===== config.mk =====
export PLATFORM = sky130hd
export DESIGN_NAME = mem_arbiter
export DESIGN_NICKNAME = d
export VERILOG_FILES = /design/src/rtl/mem_arbiter.sv
export SDC_FILE = /design/constraint.sdc
export NUM_CORES = 1
export LEC_CHECK = 0
export CAP_MARGIN = 20
export CORE_ASPECT_RATIO = 1.25
export CORE_MARGIN = 2
export CORE_UTILIZATION = 38
export CTS_CLUSTER_SIZE = 40
export DETAILED_ROUTE_END_ITERATION = 10
export GPL_ROUTABILITY_DRIVEN = 0
export PLACE_DENSITY_LB_ADDON = 0.2
export RECOVER_POWER = 50
export SETUP_SLACK_MARGIN = 0.4
export SLEW_MARGIN = 20
export SYNTH_ARGS = -nofsm -noshare
export SYNTH_HDL_FRONTEND = slang
export SYNTH_SLANG_ARGS = --single-unit

===== constraint.sdc =====
create_clock -name clk -period 5.5 [get_ports clk]
set_input_delay 0.825 -clock clk [delete_from_list [all_inputs] [get_ports clk]]
set_output_delay 0.825 -clock clk [all_outputs]
set_load 0.02 [all_outputs]

===== src/rtl/mem_arbiter.sv =====
// rtl/mem_arbiter.sv - two-port round-robin arbiter with bounded locked bursts for a single-port data memory
//
// Purpose: shares one single-port memory (async read, write at clk edge) between
// port 0 (CPU load/store) and port 1 (loader/debug/DMA). Grants are combinational
// so an access completes in the cycle it is granted; read data returns registered
// one cycle later.
//
// Ports:
//   clk, rst                       clock, synchronous active-low reset
//   req0/we0/lock0/addr0/wdata0    port 0 request, write enable, lock, address, write data
//   gnt0/rvalid0/rdata0            port 0 grant (comb), read valid, registered read data
//   req1/we1/lock1/addr1/wdata1    port 1 request side
//   gnt1/rvalid1/rdata1            port 1 response side
//   mem_addr/mem_wdata/mem_we      memory request side
//   mem_rdata                      memory async read data
module mem_arbiter #(
  parameter int WIDTH     = 16,
  parameter int DEPTH     = 1024,
  parameter int ADD_SIZE  = $clog2(DEPTH),
  parameter int MAX_BURST = 8
) (
  input  logic                clk,
  input  logic                rst,
  input  logic                req0,
  input  logic                we0,
  input  logic                lock0,
  input  logic [ADD_SIZE-1:0] addr0,
  input  logic [WIDTH-1:0]    wdata0,
  output logic                gnt0,
  output logic                rvalid0,
  output logic [WIDTH-1:0]    rdata0,
  input  logic                req1,
  input  logic                we1,
  input  logic                lock1,
  input  logic [ADD_SIZE-1:0] addr1,
  input  logic [WIDTH-1:0]    wdata1,
  output logic                gnt1,
  output logic                rvalid1,
  output logic [WIDTH-1:0]    rdata1,
  output logic [ADD_SIZE-1:0] mem_addr,
  output logic [WIDTH-1:0]    mem_wdata,
  output logic                mem_we,
  input  logic [WIDTH-1:0]    mem_rdata
);

  localparam int CW = $clog2(MAX_BURST + 1);
  localparam logic [CW-1:0] MAX_CNT = CW'(MAX_BURST);

  localparam logic [1:0] IDLE  = 2'd0;
  localparam logic [1:0] LOCK0 = 2'd1;
  localparam logic [1:0] LOCK1 = 2'd2;

  logic [1:0]    state, state_n;
  logic          rr_ptr;
  logic [CW-1:0] burst_cnt, burst_cnt_n;
  logic [CW-1:0] cnt_base, cnt_inc;
  logic          gnt_lock;

  // Grants are forced low during reset so the memory cannot be written.
  always_comb begin
    gnt0 = 1'b0;
    gnt1 = 1'b0;
    if (rst) begin
      case (state)
        LOCK0: begin
          if (req0)      gnt0 = 1'b1;
          else if (req1) gnt1 = 1'b1;
        end
        LOCK1: begin
          if (req1)      gnt1 = 1'b1;
          else if (req0) gnt0 = 1'b1;
        end
        default: begin
          if (req0 && req1) begin
            gnt0 = ~rr_ptr;
            gnt1 = rr_ptr;
          end else begin
            gnt0 = req0;
            gnt1 = req1;
          end
        end
      endcase
    end
  end

  always_comb begin
    mem_addr  = gnt1 ? addr1 : addr0;
    mem_wdata = gnt1 ? wdata1 : wdata0;
    mem_we    = (gnt0 & we0) | (gnt1 & we1);
  end

  // A grant to a port that does not already own the lock starts a fresh burst
  // count; only the current owner continues accumulating.
  always_comb begin
    state_n     = IDLE;
    burst_cnt_n = '0;
    gnt_lock    = gnt1 ? lock1 : lock0;
    cnt_base    = ((state == LOCK0 && gnt0) || (state == LOCK1 && gnt1)) ? burst_cnt : '0;
    cnt_inc     = cnt_base + 1'b1;
    if ((gnt0 || gnt1) && gnt_lock && (cnt_inc < MAX_CNT)) begin
      state_n     = gnt1 ? LOCK1 : LOCK0;
      burst_cnt_n = cnt_inc;
    end
  end

  always_ff @(posedge clk) begin
    if (!rst) begin
      state     <= IDLE;
      rr_ptr    <= 1'b0;
      burst_cnt <= '0;
      rvalid0   <= 1'b0;
      rvalid1   <= 1'b0;
      rdata0    <= '0;
      rdata1    <= '0;
    end else begin
      state     <= state_n;
      burst_cnt <= burst_cnt_n;
      // Priority passes to the port that was not just served.
      if (gnt0 || gnt1) rr_ptr <= gnt0;
      rvalid0 <= gnt0 & ~we0;
      rvalid1 <= gnt1 & ~we1;
      if (gnt0 && !we0) rdata0 <= mem_rdata;
      if (gnt1 && !we1) rdata1 <= mem_rdata;
    end
  end

endmodule

==> results.sh <==
export IMPL_vias_per_cell=4.824
export IMPL_wire_per_inst_um=13.57
export IMPL_n_antenna_cell=0
export IMPL_seq_area_frac_synth=0.4085
export IMPL_yosys_warnings=0
export IMPL_dp_slack_ps=1169
export IMPL_postCtsSetupRepairBufs=0
export IMPL_arrival_ps=3610
export IMPL_drc=0
export IMPL_hold_class="flop to flop"
export IMPL_cp_slowest_cell="clkdlybuf4s50_1"
export IMPL_overflow=0
export IMPL_core_um2=5080
export IMPL_layout_common_cells="clkdlybuf4s50_1 (103), dfxtp_1 (41), dlygate4sd3_1 (35), nand2_1 (33), mux2_2 (26)"
export IMPL_root_buffer="clkbuf_8"
export IMPL_path_buf_inv=4
export IMPL_final_common_cell="clkdlybuf4s50_1"
export IMPL_grtUsageTotal=0.1876
export IMPL_cts_tree="done"
export IMPL_yosysTopAreaCell="dfxtp_1"
export IMPL_row_count=29
export IMPL_finalPower_w=0.0006965
export IMPL_min_period_ps=4435
export IMPL_grt_pass1_wl_um=9032
export IMPL_nets=415
export IMPL_power_leakage_nw=1.346
export IMPL_synthCells=200
export IMPL_outcome="complete, no violations"
export IMPL_skew_ps=6.903
export IMPL_crit_required_ps=4680
export IMPL_grt_max_degree=38
export IMPL_max_cap_violations=0
export IMPL_drt_iter0_drc=108
export IMPL_synth_compound_area_frac=0.09776
export IMPL_switchingPower_w=0.0001778
export IMPL_placed_area_um2=3391
export IMPL_dpl_hpwl_um=4330
export IMPL_cp_slowest_stage_delay_ps=570
export IMPL_first_global_vias=1963
export IMPL_fin_cells=397
export IMPL_clkSlewWorstSetupHoldPaths_ps=70
export IMPL_clk_latency_ps=290
export IMPL_port_buffers=138
export IMPL_fmax_ghz=0.2255
export IMPL_start_util=0.3956
export IMPL_p_comb_frac=0.272
export IMPL_dp_cells=390
export IMPL_htreeDepth=2
export IMPL_path_common_cell="buf_4"
export IMPL_critPathTopFamily="buffers and inverters"
export IMPL_reg2reg_from="state[0]"
export IMPL_hold_violations=0
export IMPL_first_pass_iters=4
export IMPL_setup_tns_ps=0
export IMPL_cp_end_kind="primary output"
export IMPL_dieHeight_um=85.30
export IMPL_area_delta_synth_final_pct=72.48
export IMPL_worst_setup_path_start_kind="primary input"
export IMPL_drive_gt1_frac=0.1134
export IMPL_slew_headroom=0.3626
export IMPL_vias=1915
export IMPL_ant_nets=0
export IMPL_fin_area_um2=3466
export IMPL_crit_type="primary input to primary output"
export IMPL_ir_drop_v=0.0001268
export IMPL_postRouteWirelength_um=5386
export IMPL_ys_ff_latch=41
export IMPL_die_area_um2=5889
export IMPL_grt_antenna_before_repair=0
export IMPL_syn_area_um2=2009
export IMPL_synth_xor_area_frac=0.008717
export IMPL_switching_share=0.2553
export IMPL_cts_sinks=41
export IMPL_synth_mux_area_fraction=0.2254
export IMPL_clockPowerShare=0.282
export IMPL_hold_path_startpoint="rdata1[6]"
export IMPL_synth_nets=280
export IMPL_powerDensity_nw_per_um2=201.0
export IMPL_tightest_slew_ps=956.1
export IMPL_synth_adder_area_share=0.02491
export IMPL_critPathLaunch="rst"
export IMPL_internal_power_w=0.0005187
export IMPL_pwr_share_seq=0.446
export IMPL_cts_buffers=5
export IMPL_rsz0062_at_grt="false"
export IMPL_worst_slack_ps=1065
export IMPL_ioPinCount=139
export IMPL_finalMaxSlewViolations=0
export IMPL_crit_chain="dlygate4sd3_1, buf_4, nand2_1, a211oi_4, buf_4, mux2_2, clkdlybuf4s50_1"
export IMPL_synthDistinctLibCells=33
export IMPL_setup_viol=0
export IMPL_die_w_um=69.04
export IMPL_avgSynthCellArea_um2=10.05
export IMPL_synth_area_leaders="dfxtp_1 (41%), mux2_2 (15%), mux2i_1 (8.0%), nor2b_1 (6.8%), nand2_1 (6.0%)"
export IMPL_post_cts_hold_buffer_count=0
export IMPL_yosys_area_share_simple=0.1787
export IMPL_synth_top_area_share=0.4085
export IMPL_cts_resized=0
export IMPL_synth_top_family_by_area="multiplexers"
export IMPL_finalCritPeriodShare=0.8064
export IMPL_cts_buffer_depth=2
export IMPL_cp_max_fo=37
==> power groups by stage <==
stage / registers, W / logic (W) / clock network [W]
2_1_floorplan: 0.000327 / 0.0000791 / 0
3_3_place_gp: 0.000318 / 0.000193 / 0
3_5_place_dp: 0.000318 / 0.000195 / 0
4_1_cts: 0.000311 / 0.000196 / 0.000203
5_1_grt: 0.000312 / 0.000202 / 0.000215
6_report: 0.000310 / 0.000190 / 0.000196
==> logic make-up after synthesis <==
family | after synthesis
buffers and inverters | 16
and+or+nand+nor | 71
other | 1
DFF | 41
xor gates and xnor gates | 2
AOI/OAI and AO/OA | 23
muxes | 42
adders and majority gates | 4
==> state kept, by name (all words and copies together) (netlist names) <==
signal / count
rvalid1: 1
burst_cnt: 4
state: 2
rdata0: 16
rdata1: 16
rr_ptr: 1
rvalid0: 1
==> stage by stage <==
step | util | hold slack [ps]
6_report | 0.6823 | 453.2
5_1_grt | 0.6823 | 474.3
4_1_cts | 0.6852 | 457.8
3_5_place_dp | 0.6675 | 447.2
3_3_place_gp | 0.6675 | 443.3
2_1_floorplan | - | 529.4
==> worst paths after layout <==
path                                endpoint  slack, ps  cells after the start
worst max-delay path            mem_wdata[3]       1060                      7
worst min-delay path               rdata1[6]        450                      2
worst max register to register     rdata1[8]       2880                      8
worst min register to register     rdata1[6]        450                      2
==> Yosys cell counts <==
cell,count
nand2b_1,2
and3_1,1
and2_4,1
and2b_1,1
nor3b_1,1
o21ai_0,2
clkbuf_1,3
a21boi_1,9
clkinv_2,1
o221ai_1,1
a21boi_0,7
dfxtp_1,41
nor2b_1,22
mux2_2,26
nor2_1,5
nand2_1,32
o311a_4,1
o21a_1,1
nand2_2,1
conb_1,1
a22o_1,1
nand3_1,2
a211oi_4,1
inv_1,3
buf_2,4
xor2_1,2
buf_12,1
and3b_1,2
ha_1,4
buf_6,3
buf_4,1
mux2i_1,16
and2_1,1
==> worst min-delay path, cell delays in order, from the launching register on <==
cell      delay (ps)
dfxtp_1          310
nand2_1           50
a21boi_1          50
==> area by class of cell <==
class / count / area [um^2]
Clock buffer: 6 / 82.58
Fill cell: 418 / 1614
Inverter: 4 / 16.27
Multi-Input combinational cell: 143 / 1065
Sequential cell: 41 / 820.8
Clock inverter: 1 / 7.507
Timing Repair Buffer: 140 / 1396
Tap cell: 62 / 77.57
==> routing by layer <==
metal,part of all wire,track usage,up-vias,routed length [um]
met1,0.39,0.2057,886,2093
met5,0,0,-,0
li1,-,-,934,-
met2,0.51,0.3348,82,2745
met3,0.078,0.06413,13,422
met4,0.023,0.06774,0,124
(Power assumes the default switching activity.)
